## config.mk

```make
export PLATFORM = sky130hd
export DESIGN_NAME = keccak_lane_sipo
export DESIGN_NICKNAME = d
export VERILOG_FILES = /design/src/rtl/keccak_pkg.sv /design/src/rtl/keccak_lane_sipo.sv
export SDC_FILE = /design/constraint.sdc
export NUM_CORES = 2
export LEC_CHECK = 0
export BUFFER_PORTS_ARGS = -buffer_cell sky130_fd_sc_hd__buf_2
export CAP_MARGIN = 20
export CORE_AREA = 2 2 653 655
export CTS_CLUSTER_DIAMETER = 50
export DETAILED_ROUTE_END_ITERATION = 10
export DIE_AREA = 0 0 655 657
export PLACE_DENSITY = 0.3
export SLEW_MARGIN = 20
export SYNTH_ARGS = -nofsm -noshare
export SYNTH_HDL_FRONTEND = slang
export SYNTH_SLANG_ARGS = --single-unit
export TNS_END_PERCENT = 20
```

## constraint.sdc

```tcl
create_clock -name clk -period 3.9 [get_ports clk]
set_input_delay 0.585 -clock clk [delete_from_list [all_inputs] [get_ports clk]]
set_output_delay 0.585 -clock clk [all_outputs]
set_load 0.01 [all_outputs]
```

## src/rtl/keccak_pkg.sv

```systemverilog
// Shared Keccak constants and the lane-assembler state encoding.
package keccak_pkg;

  localparam int LANE_W    = 64;
  localparam int NUM_LANES = 25;
  localparam int STATE_W   = LANE_W * NUM_LANES;

  // Rate in lanes (rate bits / LANE_W) for the standard SHA-3 family members.
  localparam int RATE_SHA3_224 = 18;
  localparam int RATE_SHA3_256 = 17;
  localparam int RATE_SHA3_384 = 13;
  localparam int RATE_SHA3_512 = 9;
  localparam int RATE_SHAKE128 = 21;
  localparam int RATE_SHAKE256 = 17;

  typedef enum logic {
    ST_FILL = 1'b0,
    ST_HOLD = 1'b1
  } sipo_state_e;

endpackage

```

## src/rtl/keccak_lane_sipo.sv

```systemverilog
// Serial-in/parallel-out lane assembler: packs lanes LSB-first into a state-sized block, closing on rate or in_last.
// out_valid one cycle after the closing lane; input stalls while the block is held, one bubble per block on handoff.
module keccak_lane_sipo #(
  parameter int LANE_W    = 64,
  parameter int NUM_LANES = 25,
  parameter int CNT_W     = $clog2(NUM_LANES + 1)
) (
  input  logic                        clk,
  input  logic                        rst_n,
  input  logic                        clear,
  input  logic [CNT_W-1:0]            rate_lanes,
  input  logic                        in_valid,
  output logic                        in_ready,
  input  logic [LANE_W-1:0]           in_data,
  input  logic                        in_last,
  output logic                        out_valid,
  input  logic                        out_ready,
  output logic [LANE_W*NUM_LANES-1:0] out_data,
  output logic [CNT_W-1:0]            out_lanes,
  output logic                        out_last
);
  import keccak_pkg::*;

  localparam logic [CNT_W-1:0] MAX_LANES = CNT_W'(NUM_LANES);

  sipo_state_e                 state_q, state_d;
  logic [CNT_W-1:0]            idx_q, idx_d;
  logic [CNT_W-1:0]            rate_q, rate_d;
  logic [CNT_W-1:0]            lanes_q, lanes_d;
  logic                        last_q, last_d;
  logic [LANE_W*NUM_LANES-1:0] buf_q, buf_d;

  logic [CNT_W-1:0] rate_in_sane;
  logic [CNT_W-1:0] rate_eff;
  logic [CNT_W-1:0] idx_inc;

  // Out-of-range rates fall back to a full-state block.
  assign rate_in_sane = ((rate_lanes == '0) || (rate_lanes > MAX_LANES)) ? MAX_LANES : rate_lanes;
  // Lane 0 compares against the live rate since it is latched in that same cycle.
  assign rate_eff     = (idx_q == '0) ? rate_in_sane : rate_q;
  assign idx_inc      = idx_q + CNT_W'(1);

  always_comb begin
    state_d = state_q;
    idx_d   = idx_q;
    rate_d  = rate_q;
    lanes_d = lanes_q;
    last_d  = last_q;
    buf_d   = buf_q;
    if (clear) begin
      state_d = ST_FILL;
      idx_d   = '0;
      lanes_d = '0;
      last_d  = 1'b0;
      buf_d   = '0;
    end else if (state_q == ST_FILL) begin
      if (in_valid) begin
        buf_d[int'(idx_q)*LANE_W +: LANE_W] = in_data;
        idx_d = idx_inc;
        if (idx_q == '0) begin
          rate_d = rate_in_sane;
        end
        if ((idx_inc == rate_eff) || in_last) begin
          state_d = ST_HOLD;
          lanes_d = idx_inc;
          last_d  = in_last;
        end
      end
    end else if (out_ready) begin
      state_d = ST_FILL;
      idx_d   = '0;
      lanes_d = '0;
      last_d  = 1'b0;
      buf_d   = '0;
    end
  end

  always_ff @(posedge clk or negedge rst_n) begin
    if (!rst_n) begin
      state_q <= ST_FILL;
      idx_q   <= '0;
      rate_q  <= MAX_LANES;
      lanes_q <= '0;
      last_q  <= 1'b0;
      buf_q   <= '0;
    end else begin
      state_q <= state_d;
      idx_q   <= idx_d;
      rate_q  <= rate_d;
      lanes_q <= lanes_d;
      last_q  <= last_d;
      buf_q   <= buf_d;
    end
  end

  assign in_ready  = (state_q == ST_FILL);
  assign out_valid = (state_q == ST_HOLD);
  assign out_data  = buf_q;
  assign out_lanes = lanes_q;
  assign out_last  = last_q;

endmodule

```

## Word level (Yosys, flattened, before mapping)

Cells that the tools add are included.

- Flip-flop bits (word level): 1617
- Bits of input ports: 75
- Output and inout bits: 1608

- $add $sub $neg: 2
- Order comparisons: 1
- Equal/unequal tests: 2
- Shift-type cells: 2
- Muxes and demuxes: 25
- Bitwise operators: 2
- Reductions and logical operators: 9

Operators by type and width:

| operator | number |
|---|---|
| $mux W1600 | 4 |
| $bwmux W1600 | 1 |
| $shift A64 B33 Y1600 const A | 1 |
| $shiftx A64 B33 Y1600 | 1 |
| $mux W5 | 10 |
| $neg A11 Y33 | 1 |
| $logic_not A5 Y1 | 2 |
| $mux W1 | 10 |
| $reduce_and A3 Y1 | 2 |
| $reduce_bool A3 Y1 | 2 |
| $add A5 B1 Y5 const B | 1 |
| $eq A5 B5 Y1 | 1 |
| $gt A5 B5 Y1 const B | 1 |
| $ne A3 B3 Y1 const B | 1 |
| $logic_or A1 B1 Y1 | 2 |
| $not A1 Y1 | 2 |
| $reduce_and A2 Y1 | 1 |

## Depth between registers and ports, before layout

- Word-level depth: 10
- Gate-level depth with buffers: 14

## Worst setup path before layout

Ideal clock, no wire load.

- Kind: reg2reg
- Start point: reg idx_q[0]
- End point: reg buf_q[831] (netlist: out_data[831])
- Setup time: 0.110 ns
- Data arrival time: 2.893 ns
- Data required time: 3.790 ns
- Path slack: 0.897 ns
- Cell stages (with the launch flop): 14
- Path buffers: 3
- Cells stage by stage: dfrtp_1 -> inv_1 -> ha_1 -> nor3b_1 -> ha_1 -> inv_1 -> a211o_1 -> buf_1 -> o21ai_1 -> nand2_1 -> clkbuf_1 -> clkbuf_1 -> nand2_1 -> o41ai_1

- Cells in the longest elaborated chain, start to end: 6
- Elaborated cells on any way between the ends: 7

RTL lines:

| what | RTL line | source |
|---|---|---|
| start, declared | keccak_lane_sipo.sv:27 | `logic [CNT_W-1:0] idx_q, idx_d;` |
| start signal, assigned | keccak_lane_sipo.sv:88 | `idx_q <= idx_d;` |
| $neg A11 Y33 (*) | keccak_lane_sipo.sv:58 | `buf_d[int'(idx_q)*LANE_W +: LANE_W] = in_data;` |
| $shiftx A64 B33 Y1600 or $shift A64 B33 Y1600 (tied branches) | keccak_lane_sipo.sv:58 |  |
| $bwmux W1600 (*) | keccak_lane_sipo.sv:58 |  |
| $mux W1600 (*) | keccak_lane_sipo.sv:57 | `if (in_valid) begin` |
| $mux W1600 (*) | keccak_lane_sipo.sv:56 | `end else if (state_q == ST_FILL) begin` |
| $mux W1600 (*) | keccak_lane_sipo.sv:50 | `if (clear) begin` |
| end signal, assigned | keccak_lane_sipo.sv:92 | `buf_q <= buf_d;` |
| end, declared | keccak_lane_sipo.sv:31 | `logic [LANE_W*NUM_LANES-1:0] buf_q, buf_d;` |

Mark *: on every way between the ends. The rest lies on a longest branch, timed or not. The select of a mux whose other input is x is not followed.
A chain may end at the register's enable or synchronous reset.

## Final worst setup path

- Start point: reg idx_q[1]
- End point: reg buf_q[1375] (netlist: out_data[1375])

The elaborated chain is that of the path after synthesis.

==> flow_summary.html <==
<table>
<tr><th>Metric</th><th>Value</th></tr>
<tr><th colspan="2">Power</th></tr>
<tr><td>Switching power as a share of total power</td><td>26.7%</td></tr>
<tr><td>Combinational cell fraction of total power</td><td>6.7%</td></tr>
<tr><td>Leakage component of the power</td><td>43.5 nW</td></tr>
<tr><td>Pwr dens</td><td>543 nW/um^2</td></tr>
<tr><td>Power spent charging and discharging nets</td><td>12.5 mW</td></tr>
<tr><td>Sequential share of power</td><td>36.2%</td></tr>
<tr><td>VDD IR-drop max</td><td>342 uV</td></tr>
<tr><td>Clock power share</td><td>57.1%</td></tr>
<tr><td>Total power consumption of the routed design</td><td>46.8 mW</td></tr>
<tr><td>Cell internal power dissipation</td><td>34.3 mW</td></tr>
<tr><th colspan="2">STA</th></tr>
<tr><td>Highest clock rate</td><td>274 MHz</td></tr>
<tr><td>Final Hold Slack</td><td>130 ps</td></tr>
<tr><td>RSZ-0062 raised after global routing</td><td>no</td></tr>
<tr><td>Fin Setup TNS</td><td>0 ps</td></tr>
<tr><td>Minimum clock period after layout</td><td>3650 ps</td></tr>
<tr><td>Final Hold Vio Count</td><td>0</td></tr>
<tr><td>Max-Slew Margin vs Limit</td><td>21.7%</td></tr>
<tr><td>Endpoints failing setup</td><td>0</td></tr>
<tr><td>Final Max Tran Viols</td><td>0</td></tr>
<tr><td>Measured slew at the worst slew-check pin</td><td>1170 ps</td></tr>
<tr><td>Final period util</td><td>93.7%</td></tr>
<tr><td>Final Skew</td><td>46.5 ps</td></tr>
<tr><th colspan="2">Clocking</th></tr>
<tr><td>H-tree Lvls</td><td>5</td></tr>
<tr><td>Clock Pin Slew Worst Setup and Hold Paths</td><td>50 ps</td></tr>
<tr><td>TritonCTS clock tree</td><td>built</td></tr>
<tr><td>CTS Sinks</td><td>1617</td></tr>
<tr><td>Worst skew pair latency</td><td>890 ps</td></tr>
<tr><td>Bufs on Longest Clock Path</td><td>4</td></tr>
<tr><td>Clock Root Buffer</td><td>clkbuf_16</td></tr>
<tr><td>Total CTS buffers</td><td>286</td></tr>
<tr><th colspan="2">Place</th></tr>
<tr><td>Number of placed instances, taps included</td><td>11800</td></tr>
<tr><td>Total of buffers placed on input and output ports</td><td>1682</td></tr>
<tr><td>Sum of net half-perimeters after detailed placement</td><td>267000 um</td></tr>
<tr><td>Weighted congestion reported at the end of routability-driven placement</td><td>0.778</td></tr>
<tr><th colspan="2">Floorplan</th></tr>
<tr><td>Initial core utilization</td><td>14.1%</td></tr>
<tr><td>Die width</td><td>655 um</td></tr>
<tr><td>Area of the die</td><td>430000 um^2</td></tr>
<tr><td>Die Y</td><td>657 um</td></tr>
<tr><td>Core area</td><td>423000 um^2</td></tr>
<tr><td>Row count</td><td>239</td></tr>
<tr><td>Count of boundary I/O pins</td><td>1683</td></tr>
<tr><th colspan="2">GRT</th></tr>
<tr><td>Overall routing resource usage</td><td>17.2%</td></tr>
<tr><td>Total congestion overflow</td><td>0</td></tr>
<tr><td>Global-route wire length before repair</td><td>502000 um</td></tr>
<tr><td>Largest net degree at the start of global routing</td><td>108</td></tr>
<tr><td>Number of global-route vias before repair</td><td>49600</td></tr>
<tr><td>Number of antenna violations at the first check in global routing</td><td>57</td></tr>
<tr><th colspan="2">Critical path</th></tr>
<tr><td>Data required time of the critical path</td><td>4640 ps</td></tr>
<tr><td>Critical path type</td><td>flop to flop</td></tr>
<tr><td>CP bufs+invs</td><td>3</td></tr>
<tr><td>Most Frequent Cell on Critical Path</td><td>ha_1</td></tr>
<tr><td>Critical path peak fanout</td><td>64</td></tr>
<tr><td>Crit path cell chain</td><td>inv_1 &gt; ha_1 &gt; nor3b_1 &gt; ha_1 &gt; or3_1 &gt; nor2_2 &gt; buf_4 &gt; a21oi_4 &gt; buf_12 &gt; a22o_1</td></tr>
<tr><td>WP depth</td><td>10</td></tr>
<tr><td>Setup slack on the worst flop-to-flop path</td><td>250 ps</td></tr>
<tr><td>Crit-path leading delay family</td><td>simple AND/OR/NAND/NOR gates</td></tr>
<tr><td>Reg2Reg Depth</td><td>10</td></tr>
<tr><td>Delay of the slowest cell on the worst path</td><td>460 ps</td></tr>
<tr><td>Type of origin of the critical path</td><td>flop</td></tr>
<tr><td>Endpoint class of the critical path</td><td>flop</td></tr>
<tr><td>Worst flop-to-flop path startpoint</td><td>idx_q[1]</td></tr>
<tr><td>Slowest CP cell</td><td>dfrtp_1</td></tr>
<tr><td>CP Data Arrival Time</td><td>4400 ps</td></tr>
<tr><td>FF-to-FF End</td><td>out_data[1375]</td></tr>
<tr><th colspan="2">Route</th></tr>
<tr><td>Remaining design rule violation count</td><td>0</td></tr>
<tr><td>Total routed wirelength</td><td>386000 um</td></tr>
<tr><td>Via-per-instance ratio</td><td>4.00</td></tr>
<tr><td>Average wire per standard cell</td><td>31.3 um</td></tr>
<tr><td>Iteration-0 DRC count of the detailed router</td><td>4084</td></tr>
<tr><td>DRT antenna net count</td><td>0</td></tr>
<tr><td>Pre-Repair DR Iteration Count</td><td>7</td></tr>
<tr><td>Vias after detailed routing</td><td>49400</td></tr>
<tr><th colspan="2">Cells and area</th></tr>
<tr><td>Commonest non-fill, non-tap cells in the layout</td><td>buf_2 (1670), dfrtp_1 (1614), a22o_1 (1186)</td></tr>
<tr><td>Fraction of layout cells with a size suffix above 1</td><td>36.8%</td></tr>
<tr><td>Relative area change from synthesis to final layout</td><td>44.1%</td></tr>
<tr><td>Commonest non-fill, non-tap cell in the layout</td><td>buf_2</td></tr>
<tr><td>Count of nets after finishing</td><td>6524</td></tr>
<tr><td>Cell Count, Final, Fillers Out</td><td>12400</td></tr>
<tr><td>Final core utilization</td><td>20.4%</td></tr>
<tr><td>Layout fillers</td><td>46100</td></tr>
<tr><th colspan="2">Synthesis</th></tr>
<tr><td>Netlist cell types</td><td>48</td></tr>
<tr><td>Synthesized net count</td><td>4873</td></tr>
<tr><td>Number of register bits inferred by synthesis</td><td>1617</td></tr>
<tr><td>Post-synthesis cell area</td><td>59700 um^2</td></tr>
<tr><td>Synth Flop Type</td><td>dfrtp_1</td></tr>
<tr><td>Synth Instances</td><td>4795</td></tr>
<tr><td>Seq/Total Area, Yosys</td><td>67.7%</td></tr>
<tr><td>Post-synthesis async set-or-reset flop share</td><td>100%</td></tr>
<tr><td>Synthesis Warnings</td><td>0</td></tr>
<tr><td>Number of synthesized flops with an enable pin</td><td>0</td></tr>
<tr><td>Syn Area/Cell</td><td>12.5 um^2</td></tr>
<tr><th colspan="2">Run status</th></tr>
<tr><td>Status</td><td>complete, no violations</td></tr>
<tr><th colspan="2">Min path</th></tr>
<tr><td>Number of stages on the worst hold path</td><td>3</td></tr>
<tr><td>Hold Crit Endpoint</td><td>out_data[664]</td></tr>
<tr><td>Start point of the worst min-delay path</td><td>in_data[24]</td></tr>
<tr><td>Type of the worst min-delay path</td><td>primary input to flop</td></tr>
<tr><th colspan="2">Run</th></tr>
<tr><td>Reported max-cap violation count</td><td>0</td></tr>
</table>
[worst register-to-register path, delay by kind of cell, from the launching register on]
family	cells	cell delay, ps
flops	1	460
fa+ha+maj	2	540
simple gates	3	1050
compound gates	2	830
buf+inv	3	630
[registers in the layout, indices dropped and copies added (netlist names)]
name       flops
idx_q          5
rate_q         5
out_last       1
out_valid      1
out_lanes      5
out_data    1600
[how the worst max path moves through the flow]
stage / start / endpoint / slack, ps
floorplan: idx_q[0] / out_data[831] / 900
global placement: idx_q[1] / out_data[479] / 60
detailed placement: idx_q[1] / out_data[481] / 160
CTS: idx_q[1] / out_data[486] / 110
global route: idx_q[1] / out_data[739] / 40
finish: idx_q[1] / out_data[1375] / 250
[final cells by class]
| cell class | count | area (um^2) | area share, % |
|---|---|---|---|
| diodes | 19 | 47.5 | 0.0552 |
| clock buffers | 373 | 8040 | 9.34 |
| clock inverters | 144 | 2040 | 2.37 |
| inverters | 7 | 26.3 | 0.0305 |
| multi-input cells | 2609 | 17100 | 19.8 |
| flip-flops and latches | 1617 | 40500 | 47.0 |
| well taps | 5663 | 7090 | 8.23 |
| repair buffers | 1925 | 11300 | 13.2 |
[cell usage after synthesis, drive strengths merged (3+ instances only)]
library cell / number / area (um^2)
xor2: 4 / 35.0
o2bb2ai: 6 / 52.6
a21oi: 18 / 135
dfstp: 3 / 78.8
nand2: 853 / 3200
nand3: 9 / 45.0
or2: 4 / 25.0
dfrtp: 1614 / 40400
a22o: 1186 / 10400
nor4: 5 / 61.3
o22ai: 4 / 25.0
nor2b: 3 / 18.8
ha: 3 / 37.5
nor2: 39 / 234
inv: 7 / 26.3
nand2b: 4 / 25.0
nor3: 9 / 65.1
o31ai: 3 / 22.5
buf: 236 / 1250
clkbuf: 326 / 1250
xnor2: 7 / 68.8
o21ai: 432 / 2160
[timing repair]
item / CTS / global route
gates resized for setup: 0 / 2
setup endpoints to repair: 0 / 58
endpoints found under the hold margin: 27 / 0
hold buffers: 10 / 0
setup buffers: 0 / 2
[power groups by stage]
stage | clock network, mW | logic [mW] | registers (mW)
finish | 26.7 | 3.14 | 16.9
CTS | 27.4 | 3.29 | 16.9
floorplan | 0 | 1.05 | 17.2
global placement | 0 | 3.27 | 17.2
global route | 28.2 | 3.37 | 16.9
detailed placement | 0 | 3.27 | 17.2
[layer usage]
layer  wire length [um]  GRT usage [%]  up-vias
li1                   -              -    20500
met1             150000           20.4    26100
met2             192000           29.9     2237
met3              29300           4.55      518
met4              14400           5.84        0
met5                  0              0        -
[metrics by stage]
stage | worst slack, ps | instance area (um^2)
finish | 246 | 86100
global route | 37.6 | 86000
CTS | 113 | 86000
detailed placement | 159 | 75800
global placement | 55.9 | 75800
floorplan | 897 | 59700
[logic make-up after synthesis]
kind of cell | share of synthesized area [%]
xor gates and xnor gates | 0.174
and+or+nand+nor | 6.25
buffers and inverters | 4.23
adders and majority gates | 0.0628
AOI/OAI and AO/OA | 21.6
DFF | 67.7
No activity file was read; power rests on OpenSTA's default activity.
